==> src/rtl/pipe_pkg.sv <==
// ---------------------------------------------------------------------------
// pipe_pkg
// Shared definitions for the 5-stage pipeline forwarding / hazard logic.
//   FWD_*      : encodings of the per-port forwarding select
//   mc_slot_t  : one in-flight multi-cycle write (valid, destination, countdown)
// The slot record is sized for the widest address/latency any pipeline
// configuration uses; narrower configurations keep the upper bits at zero.
// ---------------------------------------------------------------------------
package pipe_pkg;

    localparam logic [1:0] FWD_ORIG = 2'b00;
    localparam logic [1:0] FWD_MEM  = 2'b01;
    localparam logic [1:0] FWD_WB   = 2'b10;

    localparam int MC_ADDR_W_MAX = 8;
    localparam int MC_LAT_W_MAX  = 8;

    typedef struct packed {
        logic                     valid;
        logic [MC_ADDR_W_MAX-1:0] addr;
        logic [MC_LAT_W_MAX-1:0]  cnt;
    } mc_slot_t;

endpackage

==> src/rtl/mc_slot.sv <==
// ---------------------------------------------------------------------------
// mc_slot
// One scoreboard entry for an outstanding multi-cycle register write.
//   clk, rst          : clock, synchronous active-high reset (entry invalid)
//   load_i            : allocate: valid=1, addr=load_addr_i, cnt=load_cnt_i
//   clear_i           : retire: entry becomes invalid
//   valid_o, addr_o   : entry state
//   cnt_zero_o        : countdown has reached zero
// A valid entry counts down by one per cycle and then holds at zero until
// it is cleared.
// ---------------------------------------------------------------------------
module mc_slot
    import pipe_pkg::*;
#(
    parameter int ADDR_W = 5,
    parameter int LAT_W  = 4
) (
    input  logic              clk,
    input  logic              rst,
    input  logic              load_i,
    input  logic [ADDR_W-1:0] load_addr_i,
    input  logic [LAT_W-1:0]  load_cnt_i,
    input  logic              clear_i,
    output logic              valid_o,
    output logic [ADDR_W-1:0] addr_o,
    output logic              cnt_zero_o
);

    mc_slot_t slot_q;
    mc_slot_t slot_d;

    always_comb begin
        slot_d = slot_q;
        if (clear_i) begin
            slot_d = '0;
        end else if (load_i) begin
            slot_d.valid = 1'b1;
            slot_d.addr  = MC_ADDR_W_MAX'(load_addr_i);
            slot_d.cnt   = MC_LAT_W_MAX'(load_cnt_i);
        end else if (slot_q.valid && (slot_q.cnt != '0)) begin
            slot_d.cnt = slot_q.cnt - MC_LAT_W_MAX'(1);
        end
    end

    always_ff @(posedge clk) begin
        if (rst) begin
            slot_q <= '0;
        end else begin
            slot_q <= slot_d;
        end
    end

    assign valid_o    = slot_q.valid;
    assign addr_o     = ADDR_W'(slot_q.addr);
    assign cnt_zero_o = (slot_q.cnt == '0);

endmodule

==> src/rtl/fwd_hazard_unit.sv <==
// ---------------------------------------------------------------------------
// fwd_hazard_unit
// Forwarding selects, load-use stall and multi-cycle write scoreboard.
//   clk, rst                  : clock, synchronous active-high reset
//   rf_raddr_ID/rf_rused_ID   : ID read ports and "operand used" flags
//   rf_wen_ID/rf_waddr_ID     : ID destination, mc_req_ID: ID op is multi-cycle
//   rf_raddr_EX               : EX read ports (forwarding targets)
//   rf_wen_EX/rf_waddr_EX     : EX destination, mem_read_EX: EX op is a load
//   mc_issue_EX/mc_lat_EX     : multi-cycle op leaving EX and its latency
//   rf_wen_MEM/WB, addr       : later-stage writers (forwarding sources)
//   sel_rf                    : per-port select 00 orig / 01 MEM / 10 WB
//   stall_ID                  : hold front end, bubble into EX
//   mc_retire/mc_retire_addr  : multi-cycle result writes the RF this cycle
//   mc_err                    : sticky, an issue found no free slot
// ---------------------------------------------------------------------------
module fwd_hazard_unit
    import pipe_pkg::*;
#(
    parameter int NUM_RD   = 2,
    parameter int ADDR_W   = 5,
    parameter int MC_SLOTS = 2,
    parameter int LAT_W    = 4
) (
    input  logic                     clk,
    input  logic                     rst,
    input  logic [NUM_RD*ADDR_W-1:0] rf_raddr_ID,
    input  logic [NUM_RD-1:0]        rf_rused_ID,
    input  logic                     rf_wen_ID,
    input  logic [ADDR_W-1:0]        rf_waddr_ID,
    input  logic                     mc_req_ID,
    input  logic [NUM_RD*ADDR_W-1:0] rf_raddr_EX,
    input  logic                     rf_wen_EX,
    input  logic [ADDR_W-1:0]        rf_waddr_EX,
    input  logic                     mem_read_EX,
    input  logic                     mc_issue_EX,
    input  logic [LAT_W-1:0]         mc_lat_EX,
    input  logic                     rf_wen_MEM,
    input  logic [ADDR_W-1:0]        rf_waddr_MEM,
    input  logic                     rf_wen_WB,
    input  logic [ADDR_W-1:0]        rf_waddr_WB,
    output logic [NUM_RD*2-1:0]      sel_rf,
    output logic                     stall_ID,
    output logic                     mc_retire,
    output logic [ADDR_W-1:0]        mc_retire_addr,
    output logic                     mc_err
);

    localparam int CNT_W = $clog2(MC_SLOTS + 1);

    logic [MC_SLOTS-1:0] slot_valid;
    logic [MC_SLOTS-1:0] slot_zero;
    logic [MC_SLOTS-1:0] slot_load;
    logic [MC_SLOTS-1:0] slot_clear;
    logic [ADDR_W-1:0]   slot_addr [MC_SLOTS];
    logic [LAT_W-1:0]    load_cnt;
    logic                alloc_found;
    logic                retire_found;
    logic [CNT_W-1:0]    free_cnt;
    logic [NUM_RD-1:0]   port_lu;
    logic [NUM_RD-1:0]   port_raw;
    logic                haz_waw;
    logic                haz_struct;
    logic                haz_load_use;
    logic                mc_err_q;
    logic                mc_err_d;

    // A zero latency would retire with no countdown; treat it as one cycle.
    assign load_cnt = (mc_lat_EX == '0) ? LAT_W'(1) : mc_lat_EX;

    genvar gi;
    generate
        for (gi = 0; gi < MC_SLOTS; gi++) begin : g_slot
            mc_slot #(
                .ADDR_W (ADDR_W),
                .LAT_W  (LAT_W)
            ) u_slot (
                .clk         (clk),
                .rst         (rst),
                .load_i      (slot_load[gi]),
                .load_addr_i (rf_waddr_EX),
                .load_cnt_i  (load_cnt),
                .clear_i     (slot_clear[gi]),
                .valid_o     (slot_valid[gi]),
                .addr_o      (slot_addr[gi]),
                .cnt_zero_o  (slot_zero[gi])
            );
        end
    endgenerate

    // Allocation looks only at slots free at the start of the cycle, so a
    // slot retiring now is never handed out in the same cycle.
    always_comb begin
        slot_load   = '0;
        alloc_found = 1'b0;
        free_cnt    = '0;
        for (int i = 0; i < MC_SLOTS; i++) begin
            if (!slot_valid[i]) begin
                free_cnt = free_cnt + CNT_W'(1);
                if (!alloc_found) begin
                    slot_load[i] = mc_issue_EX;
                    alloc_found  = 1'b1;
                end
            end
        end
    end

    // Lowest-index finished slot retires; others wait at zero.
    always_comb begin
        slot_clear     = '0;
        retire_found   = 1'b0;
        mc_retire_addr = '0;
        for (int i = 0; i < MC_SLOTS; i++) begin
            if (slot_valid[i] && slot_zero[i] && !retire_found) begin
                slot_clear[i]  = 1'b1;
                retire_found   = 1'b1;
                mc_retire_addr = slot_addr[i];
            end
        end
    end
    assign mc_retire = retire_found;

    generate
        for (gi = 0; gi < NUM_RD; gi++) begin : g_port
            logic [ADDR_W-1:0] ex_addr;
            logic [ADDR_W-1:0] id_addr;
            logic              mc_hit;

            assign ex_addr = rf_raddr_EX[gi*ADDR_W +: ADDR_W];
            assign id_addr = rf_raddr_ID[gi*ADDR_W +: ADDR_W];

            // $zero is hardwired, so it is never forwarded.
            assign sel_rf[gi*2 +: 2] =
                (ex_addr == '0)                            ? FWD_ORIG :
                (rf_wen_MEM && (ex_addr == rf_waddr_MEM))  ? FWD_MEM  :
                (rf_wen_WB  && (ex_addr == rf_waddr_WB))   ? FWD_WB   :
                                                             FWD_ORIG;

            assign port_lu[gi] = rf_rused_ID[gi] && (id_addr == rf_waddr_EX);

            always_comb begin
                mc_hit = 1'b0;
                for (int j = 0; j < MC_SLOTS; j++) begin
                    if (slot_valid[j] && (slot_addr[j] != '0) && (slot_addr[j] == id_addr)) begin
                        mc_hit = 1'b1;
                    end
                end
            end
            assign port_raw[gi] = rf_rused_ID[gi] && mc_hit;
        end
    endgenerate

    always_comb begin
        haz_waw = 1'b0;
        for (int i = 0; i < MC_SLOTS; i++) begin
            if (rf_wen_ID && slot_valid[i] && (slot_addr[i] == rf_waddr_ID)) begin
                haz_waw = 1'b1;
            end
        end
    end

    assign haz_load_use = mem_read_EX && rf_wen_EX && (rf_waddr_EX != '0) && (|port_lu);
    // An issue leaving EX this cycle consumes one of the currently free slots.
    assign haz_struct   = mc_req_ID && (free_cnt <= CNT_W'(mc_issue_EX));
    assign stall_ID     = haz_load_use || (|port_raw) || haz_waw || haz_struct;

    assign mc_err_d = mc_err_q || (mc_issue_EX && !alloc_found);

    always_ff @(posedge clk) begin
        if (rst) begin
            mc_err_q <= 1'b0;
        end else begin
            mc_err_q <= mc_err_d;
        end
    end
    assign mc_err = mc_err_q;

endmodule

==> config.mk <==
export PLATFORM = sky130hd
export DESIGN_NAME = fwd_hazard_unit
export DESIGN_NICKNAME = d
export VERILOG_FILES = /design/src/rtl/pipe_pkg.sv /design/src/rtl/mc_slot.sv /design/src/rtl/fwd_hazard_unit.sv
export SDC_FILE = /design/constraint.sdc
export NUM_CORES = 1
export LEC_CHECK = 0
export ABC_CLOCK_PERIOD_IN_PS = 2200
export CORE_AREA = 2 2 87 89
export CTS_BUF_LIST = sky130_fd_sc_hd__clkbuf_8 sky130_fd_sc_hd__clkbuf_16
export CTS_CLUSTER_SIZE = 25
export DETAILED_ROUTE_END_ITERATION = 10
export DIE_AREA = 0 0 89 91
export PLACE_DENSITY = 0.64
export SLEW_MARGIN = 20
export SYNTH_ARGS = -nofsm -noshare
export SYNTH_HDL_FRONTEND = slang
export SYNTH_SLANG_ARGS = --single-unit
==> constraint.sdc <==
create_clock -name clk -period 2.2 [get_ports clk]
set_input_delay 0.22 -clock clk [delete_from_list [all_inputs] [get_ports clk]]
set_output_delay 0.22 -clock clk [all_outputs]
set_load 0.01 [all_outputs]
==> metrics.txt, run 1 <==
Synth warnings=0; mean cell area of the mapped netlist=7.856 um2; Placement Setup Slack=-0.4355 ns; critical path buffer and inverter count=1; maximum fanout encountered on the critical timing path=2; Crit path required time=1.98 ns; share of the synthesized area in the top cell type=25.14%; clock share of power=24.1%; Filler cells=762; most frequent cell after synthesis=sky130_fd_sc_hd__xor2_1; final worst setup slack=0.06056 ns; antenna violations before repair=0; type of the worst min-delay path=register to register; fin area=3372 um2; peak supply drop=0.0004372 V; ant diodes=0; Total Routing Usage GR=16.40%; outcome=finished, final reports clean; final hold violation count=0; Clock H-tree levels=2; fraction of power spent switching nets=33.01%; DRC viols=0; CP max stage cell=sky130_fd_sc_hd__or4_4; Die Width=89 um; ratio of final minimum period to clock period=97.25%; Final Net Count=447; clock edge transition at the registers on the reported setup and hold paths=0.06 ns; net count of the mapped netlist=355; clock tree root driver cell=sky130_fd_sc_hd__clkbuf_8; height of the die=91 um; Antenna Violating Nets Remaining=0; number of sinks on the clock net=29; Max Fclk=0.4674 GHz; Post-Route Setup TNS=0 ns; slew margin rel.=62.36%; CTS Hold Buffers Added=0; input/output buffers=66; biggest cell delay along the critical path=0.53 ns; Primary FF master, synth=sky130_fd_sc_hd__dfxtp_1; number of global-route vias before repair=2,424; post-synthesis async set-or-reset flop share=0%; via count=2,348; class of the most critical setup path=register to output port; maximum capacitance violations=0; clock insertion delay at the later pin of the skew report=0.28 ns; switching component of the power=0.5938 mW; critical path arrival=1.92 ns; cell area after synthesis=2310 um2; Final Skew=0.002447 ns; combinational power share=41.4%; final critical-path required period=2.139 ns; part of the power in registers=34.5%; area added between synthesis and finish=45.99%; reg-to-reg startpoint=g_slot[1].u_slot.slot_q[0]$_SDFFE_PP0P_; setup repair after global routing missed its margin=yes; Core Region=7137 um2; Yosys cell types=42; CTS tree=done; floorplan row count=31; placed cell area=3263 um2; starting DRC count in detailed routing=125; family with the most delay on the worst path=simple AND/OR/NAND/NOR gates; number of vias per cell after detailed routing=4.841; measured slew at the worst slew-check pin=0.5646 ns; power per cell area=533.4 nW/um2; first-pass detailed-route iteration total=4; maximum number of pins on one net before global-route repair=15; launching instance or port of the critical path=g_slot[0].u_slot.addr_o[4]$_SDFFE_PP0P_; routability cong.=0.9130; final global-route overflow total=0; Leak=1.412 nW; portion of the post-synthesis area used by sequential elements=25.14%; Seq cells post-synth=29; final HPWL from detailed placement=5224 um; number of cells produced by synthesis=294; Initial Util=32.36%; Post-synth top cells=sky130_fd_sc_hd__xor2_1, sky130_fd_sc_hd__nand2_1, sky130_fd_sc_hd__dfxtp_1; Hold Path Origin=mc_err$_SDFF_PP0_; cell taking the most area after synthesis=sky130_fd_sc_hd__dfxtp_1; chain of cells forming the critical path=or4_4 -> o21ai_2 -> a21oi_1 -> or4_1 -> buf_2; final setup vio count=0; IO Count=67; Inserted Clock Buffers=5; global-route wire length before repair=10,720 um; layout cell share with drive strength beyond 1=16.58%; Startpoint Class=register; number of enable flip-flop cells after synthesis=0; Setup crit end kind=output port; wire length per cell=13.55 um; Clock Path Buffers=2; top cells by area in the synthesized netlist=sky130_fd_sc_hd__dfxtp_1, sky130_fd_sc_hd__xor2_1, sky130_fd_sc_hd__xnor2_1, sky130_fd_sc_hd__nand2_1, sky130_fd_sc_hd__nor2_1; Routed Wire Length=6574 um; Pwr Total=1.799 mW; Die Outline Area=8099 um2; cell-internal power=1.205 mW; final slew viol count=0
## path summary, 6_finish.rpt
kind                                              to  slack (ns)  cells past startpoint
max                                         stall_ID        0.06                      5
min                                mc_err$_SDFF_PP0_        0.49                      2
max reg2reg  g_slot[1].u_slot.slot_q[1]$_SDFFE_PP0P_        0.21                      8
min reg2reg                        mc_err$_SDFF_PP0_        0.49                      2
## metal layers
metal  vias to the layer above  global-route usage (%)  share of wire (%)
met1                      1081                   20.78                 47
li1                       1202                       -                  -
met2                        55                   28.17                 48
met3                        10                   3.000                4.6
met4                         0                   4.229                1.2
met5                         -                       0                  0
## placed cells by master, fill, tap and decap left out, types with 4 or more instances in the layout
cell type,synthesis,routed
sky130_fd_sc_hd__clkdlybuf4s50_1,0,51
sky130_fd_sc_hd__xor2_1,48,48
sky130_fd_sc_hd__buf_4,0,38
sky130_fd_sc_hd__nand2_1,31,31
sky130_fd_sc_hd__dfxtp_1,29,29
sky130_fd_sc_hd__nor2_1,25,24
sky130_fd_sc_hd__xnor2_1,21,21
sky130_fd_sc_hd__a21oi_1,18,18
sky130_fd_sc_hd__nand3_1,18,17
sky130_fd_sc_hd__nor4_1,12,12
sky130_fd_sc_hd__dlygate4sd2_1,0,11
sky130_fd_sc_hd__nor3_1,9,9
sky130_fd_sc_hd__clkbuf_8,0,6
sky130_fd_sc_hd__inv_1,4,5
sky130_fd_sc_hd__or4_1,6,5
sky130_fd_sc_hd__nand4_1,5,5
sky130_fd_sc_hd__ha_1,5,5
sky130_fd_sc_hd__nor3_2,4,4
## area by class of cell
| class | instances | area (um2) | share of cell area, % |
|---|---|---|---|
| clock inverters | 1 | 3.754 | 0.1113 |
| repair buffers | 104 | 912.1 | 27.05 |
| clock buffers | 6 | 82.58 | 2.449 |
| inverters | 4 | 15.01 | 0.4453 |
| flip-flops and latches | 29 | 580.6 | 17.22 |
| well taps | 99 | 123.9 | 3.673 |
| multi-input cells | 242 | 1654 | 49.05 |
## worst min-delay path: cells and delay by family (launching register included)
family          cells  cell delay (ns)
simple gates        1             0.08
compound gates      1             0.04
flops               1             0.33
## through the flow
stage	hold slack [ns]	utilization, %	cells
after CTS	0.4884	47.30	485
after global routing	0.4915	47.25	485
after floorplan	0.2924	-	294
final	0.4905	47.25	485
after global placement	0.4651	45.72	475
after detailed placement	0.4651	45.72	475
## cell families after synthesis
| logic type | after synthesis | synth area share (%) |
|---|---|---|
| adder cells (fa/ha/maj) | 6 | 3.575 |
| flip-flops | 29 | 25.14 |
| buffers and inverters | 23 | 4.713 |
| AND/OR/NAND/NOR | 126 | 28.82 |
| AO/OA/AOI/OAI | 41 | 11.59 |
| XOR/XNOR | 69 | 26.16 |
## flip-flops by register name, summed over array words and instances, names as in the netlist
| signal | count |
|---|---|
| g_slot.u_slot.valid_o | 2 |
| g_slot.u_slot.slot_q | 16 |
| mc_err | 1 |
| g_slot.u_slot.addr_o | 10 |
## power groups by stage
stage | registers (mW) | logic [mW] | clock network, mW
floorplan | 0.618 | 0.419 | 0
global placement | 0.628 | 0.689 | 0
detailed placement | 0.630 | 0.699 | 0
CTS | 0.620 | 0.740 | 0.441
global route | 0.627 | 0.827 | 0.463
finish | 0.621 | 0.744 | 0.434
## what timing repair did
action	in CTS	in global routing
endpoints found under the setup margin	11	4
buffers inserted	3	0
gates resized for setup	24	8
pin swaps	7	2
gates cloned	0	0
Note: power is estimated with default switching activity, not from simulation.
==> inputs of run 2 (changes only) <==
Settings changed: CTS_CLUSTER_DIAMETER set to 30, DONT_BUFFER_PORTS set to 1, PLACE_DENSITY 0.64 to 0.52.
==> run 2 against run 1 <==
Utilization fell by 12 points. Die area did not move. Register-to-register slack got worse by 0.02 ns. Non-clock buffer count fell by 97. Clock-buffer cell count did not move. Critical path depth fell by 1. Global-route usage fell by 1.1 points. Sequential share of layout area rose by 6.2 points. Cell area fell by 26%. Flip-flop and latch count did not move. Critical path type unchanged. Critical endpoint unchanged. Highest routed layer unchanged.
==> metrics.txt, run 2 (same netlist as run 1, synthesis figures left out) <==
via count=2,008 (-14%); input/output buffers=0 (-100%); Clock Path Buffers=2 (unchanged); maximum number of pins on one net before global-route repair=15 (unchanged); type of the worst min-delay path=input port to register; area of combinational cells with multiple inputs=1624 um2 (-1.8%); maximum fanout encountered on the critical timing path=6 (+4); antenna violations before repair=0 (unchanged); clock insertion delay at the later pin of the skew report=0.27 ns (about the same); final critical-path required period=2.113 ns (-0.02627 ns); ratio of final minimum period to clock period=96.05% (-1.2 points); Core Region=7137 um2 (unchanged); final setup vio count=0 (unchanged); Leak=0.9549 nW (-32%); Total Routing Usage GR=15.29% (-1.1 points); final hold violation count=0 (unchanged); fin area=2485 um2 (-26%); Non-Filler Instances=388 (-20%); IO Count=67 (unchanged); chain of cells forming the critical path=or4_1 -> o21ai_1 -> a21oi_1 -> or4_4; top register by number of flip-flops=g_slot.u_slot.slot_q; power per cell area=623.4 nW/um2 (+17%); global-route wire length before repair=9749 um (-9.1%); Filler cells=777 (+2.0%); CTS Hold Buffers Added=0 (unchanged); slew margin rel.=68.21% (+5.9 points); area added between synthesis and finish=7.584%; Die Outline Area=8099 um2 (unchanged); clock edge transition at the registers on the reported setup and hold paths=0.06 ns (about the same); measured slew at the worst slew-check pin=0.4731 ns (-0.09146 ns); buffers inserted during post-CTS setup optimization=0 (-3); placed cell area=2392 um2 (-27%); class of the most critical setup path=register to output port; maximum capacitance violations=0 (unchanged); number of global-route vias before repair=2,045 (-16%); Final Skew=0.003779 ns (+0.001332 ns); final slew viol count=0 (unchanged); first-pass detailed-route iteration total=4 (unchanged); biggest cell delay along the critical path=0.53 ns (about the same); floorplan row count=31 (unchanged); critical path arrival=1.89 ns (-0.03 ns); Final Net Count=350 (-22%); Routed Wire Length=6097 um (-7.3%); setup repair after global routing missed its margin=no; Clock H-tree levels=2 (unchanged); wire length per cell=15.71 um (+16%); most common library cell in the layout ignoring fill and taps=sky130_fd_sc_hd__xor2_1; final HPWL from detailed placement=4778 um (-8.5%); final global-route overflow total=0 (unchanged); peak supply drop=0.0002503 V (-43%); number of cells in the design after placement=381 (-20%); routability cong.=0.8426 (-7.7%); Startpoint Class=register; max FFs per register=16 (unchanged); outcome=finished, final reports clean; Max Fclk=0.4732 GHz (+1.2%); layout cell share with drive strength beyond 1=9.689% (-6.9 points); height of the die=91 um (unchanged); starting DRC count in detailed routing=57 (-54%); commonest cells after routing, fill and taps aside=sky130_fd_sc_hd__xor2_1, sky130_fd_sc_hd__nand2_1, sky130_fd_sc_hd__dfxtp_1; Inserted Clock Buffers=5 (unchanged); Setup crit end kind=output port; flip-flop and latch area=583.1 um2 (+0.43%); Crit path required time=1.98 ns (about the same); CP max stage cell=sky130_fd_sc_hd__or4_1; Initial Util=32.36% (unchanged); Antenna Violating Nets Remaining=0 (unchanged); CTS tree=done; family with the most delay on the worst path=simple AND/OR/NAND/NOR gates; ant diodes=0 (unchanged); critical path buffer and inverter count=0 (-1); worst hold margin=0.007789 ns (-0.4827 ns); number of vias per cell after detailed routing=5.175 (+6.9%); Die Width=89 um (unchanged); number of sinks on the clock net=29 (unchanged); Post-Route Setup TNS=0 ns (unchanged); clock tree root driver cell=sky130_fd_sc_hd__clkbuf_8; DRC viols=0 (unchanged)
run 2: changes by cell type in the layout (fill, tap and decap cells not counted), moves of 2 or more:
cell	before	now
sky130_fd_sc_hd__clkdlybuf4s50_1	51	0
sky130_fd_sc_hd__buf_4	38	7
sky130_fd_sc_hd__dlygate4sd2_1	11	0
sky130_fd_sc_hd__clkbuf_2	3	0
sky130_fd_sc_hd__dfxtp_1	29	27
sky130_fd_sc_hd__dfxtp_2	0	2
run 2: per-layer routing:
metal / routed length, um / global-route usage (%) / vias to the layer above
met3: 453 / 4.364 / 9
met1: 2806 / 19.72 / 935
met5: 0 / 0 / -
met2: 2732 / 24.32 / 61
li1: - / - / 1003
met4: 105 / 4.975 / 0
run 2: path summary, 6_finish.rpt:
kind / startpoint / to / slack, ns / cells past startpoint
setup / recovery: g_slot[0].u_slot.addr_o[4]$_SDFFE_PP0P_ / stall_ID / 0.09 / 4
hold / removal: rst / mc_err$_SDFF_PP0_ / 0.008 / 1
setup reg to reg: g_slot[0].u_slot.slot_q[0]$_SDFFE_PP0P_ / g_slot[1].u_slot.slot_q[1]$_SDFFE_PP0P_ / 0.19 / 7
hold reg to reg: g_slot[0].u_slot.addr_o[0]$_SDFFE_PP0P_ / g_slot[0].u_slot.addr_o[0]$_SDFFE_PP0P_ / 0.52 / 2
run 2: report_power, final:
| group | total (mW) | switching (mW) | internal (mW) |
|---|---|---|---|
| Sequential | 0.637 | 0.0629 | 0.575 |
| Combinational | 0.471 | 0.252 | 0.219 |
| Clock | 0.440 | 0.197 | 0.243 |
run 2: metrics by stage:
step                      total power [mW]  setup slack [ns]  util [%]
after global routing                 1.655         0.0008946     34.82
after detailed placement             1.118            0.1686     33.52
after floorplan                      1.038            0.3177         -
final                                1.549           0.08683     34.82
after global placement               1.117            0.2204     33.52
after CTS                            1.558           0.01039     34.75
run 2: final cells by class:
type,instances,area share (%)
sequential,29,23.46
tap,99,4.985
inverter,4,0.6042
multi-input combinational,242,65.36
clock buffer,6,3.323
clock inverter,1,0.1511
timing repair buffer,7,2.115
run 2: timing repair:
item                                   in CTS  in global routing
pin swaps                                   0                  0
setup endpoints to repair                   1                 13
endpoints found under the hold margin       0                  0
gates resized for setup                     1                  3
==> inputs of run 3 (changes only) <==
Settings changed: CORE_AREA 2 2 87 89 to 2 2 66 68, CTS_CLUSTER_SIZE 25 to unset, DIE_AREA 0 0 89 91 to 0 0 68 70, PLACE_DENSITY 0.52 to 0.79.
==> run 3 against run 2 <==
Register-to-register slack better by 0.07 ns. Cell area fell by 2.5%. Via count rose by 1.6%. Non-clock buffer count fell by 1. Critical path depth is the same. Largest cell class unchanged. Hold slack improved by 0.0028 ns. Critical endpoint unchanged. Die area is 41% lower. Highest routed layer unchanged.
==> metrics.txt, run 3 (same netlist as run 1, synthesis figures left out) <==
maximum fanout encountered on the critical timing path=6 (unchanged); Clock Path Buffers=2 (unchanged); max FFs per register=16 (unchanged); area of combinational cells with multiple inputs=1629 um2 (+0.31%); floorplan row count=24 (-23%); final HPWL from detailed placement=4352 um (-8.9%); ratio of final minimum period to clock period=96.92% (+0.87 points); peak supply drop=0.0003571 V (+43%); maximum capacitance violations=0 (unchanged); Final Net Count=349 (-0.29%); Setup crit end kind=output port; IO Count=67 (unchanged); class of the most critical setup path=register to output port; number of global-route vias before repair=1,973 (-3.5%); clock tree root driver cell=sky130_fd_sc_hd__clkbuf_8; fin area=2422 um2 (-2.5%); height of the die=70 um (-23%); Max Fclk=0.4690 GHz (-0.90%); final global-route overflow total=0 (unchanged); final hold violation count=0 (unchanged); clock edge transition at the registers on the reported setup and hold paths=0.06 ns (about the same); outcome=finished, final reports clean; Leak=0.9493 nW (-0.59%); CP max stage cell=sky130_fd_sc_hd__or4_1; CTS Hold Buffers Added=0 (unchanged); Initial Util=55.74% (+23 points); number of vias per cell after detailed routing=6.003 (+16%); clock insertion delay at the later pin of the skew report=0.28 ns (about the same); setup repair after global routing missed its margin=no; family with the most delay on the worst path=simple AND/OR/NAND/NOR gates; type of the worst min-delay path=input port to register; Die Width=68 um (-24%); global-route wire length before repair=8914 um (-8.6%); Crit path required time=1.98 ns (about the same); ant diodes=0 (unchanged); critical path arrival=1.91 ns (+0.02 ns); DRC viols=0 (unchanged); final critical-path required period=2.132 ns (+0.01914 ns); layout cell share with drive strength beyond 1=9.722% (+0.034 points); first-pass detailed-route iteration total=5 (+1); Total Routing Usage GR=24.62% (+9.3 points); measured slew at the worst slew-check pin=0.5569 ns (+0.08371 ns); via count=2,041 (+1.6%); Die Outline Area=4760 um2 (-41%); Routed Wire Length=5592 um (-8.3%); chain of cells forming the critical path=or4_1 -> o21ai_2 -> a21oi_1 -> or4_4; final setup vio count=0 (unchanged); commonest cells after routing, fill and taps aside=sky130_fd_sc_hd__xor2_1, sky130_fd_sc_hd__nand2_1, sky130_fd_sc_hd__dfxtp_1; top register by number of flip-flops=g_slot.u_slot.slot_q; slew margin rel.=62.80% (-5.4 points); most common library cell in the layout ignoring fill and taps=sky130_fd_sc_hd__xor2_1; number of sinks on the clock net=29 (unchanged); biggest cell delay along the critical path=0.55 ns (+0.02 ns); Filler cells=387 (-50%); input/output buffers=0 (unchanged); maximum number of pins on one net before global-route repair=15 (unchanged); placed cell area=2326 um2 (-2.8%); critical path buffer and inverter count=0 (unchanged); Antenna Violating Nets Remaining=0 (unchanged); wire length per cell=16.45 um (+4.7%); Clock H-tree levels=2 (unchanged); area added between synthesis and finish=4.875%; flip-flop and latch area=581.8 um2 (-0.21%); Core Region=4144 um2 (-42%); antenna violations before repair=0 (unchanged); final slew viol count=0 (unchanged); power per cell area=636.6 nW/um2 (+2.1%); Startpoint Class=register; starting DRC count in detailed routing=156 (+170%); Final Skew=0.002704 ns (-0.001075 ns); CTS tree=done; Inserted Clock Buffers=5 (unchanged); routability cong.=0.9161 (+8.7%); Post-Route Setup TNS=0 ns (unchanged)
## run 3: changes by cell type in the layout (fill, tap and decap cells not counted), sizes merged
cell	previous run	this run
buf	7	6
## run 3: where the power goes
part | switching, mW | internal, mW
clock | 0.186 | 0.243
sequential | 0.0683 | 0.574
combinational | 0.253 | 0.218
total | 0.507 | 1.04
## run 3: per-stage QoR
| stage | cells | setup slack, ns | utilization (%) | hold WS (ns) | power, mW |
|---|---|---|---|---|---|
| after floorplan | 294 | 0.3177 | - | 0.2924 | 1.038 |
| after global placement | 333 | 0.2644 | 56.13 | 0.2936 | 1.098 |
| after detailed placement | 333 | 0.1574 | 56.13 | 0.2980 | 1.114 |
| after CTS | 340 | 0.02168 | 58.24 | 0.004721 | 1.543 |
| after global routing | 340 | 0.006359 | 58.45 | 0.005112 | 1.645 |
| final | 340 | 0.06769 | 58.45 | 0.01059 | 1.542 |
## run 3: cell type report
cell class                      count  area share, %
Multi-Input combinational cell    242          67.25
Sequential cell                    29          24.02
Clock buffer                        6          3.409
Tap cell                           52          2.686
Timing Repair Buffer                6          1.860
Inverter                            4         0.6198
Clock inverter                      1         0.1550
## run 3: repair_timing
| item | in CTS | in global routing |
|---|---|---|
| buffers inserted | 0 | 0 |
| setup endpoints to repair | 1 | 4 |
| resized for setup | 1 | 5 |
## run 3: routing by layer
metal	GRT usage [%]	vias to the layer above	routed length, um
met5	0	-	0
met4	7.556	0	89
met3	7.890	11	633
met2	39.59	108	2593
met1	30.86	925	2276
li1	-	997	-
## run 3: final timing paths
path	start	endpoint	slack, ns	depth (start not counted)
setup / recovery	g_slot[0].u_slot.addr_o[4]$_SDFFE_PP0P_	stall_ID	0.07	4
hold / removal	rst	g_slot[0].u_slot.valid_o$_SDFFE_PP0P_	0.01	1
setup reg to reg	g_slot[0].u_slot.slot_q[0]$_SDFFE_PP0P_	g_slot[1].u_slot.slot_q[0]$_SDFFE_PP0P_	0.26	7
hold reg to reg	g_slot[0].u_slot.addr_o[4]$_SDFFE_PP0P_	g_slot[0].u_slot.addr_o[4]$_SDFFE_PP0P_	0.53	2
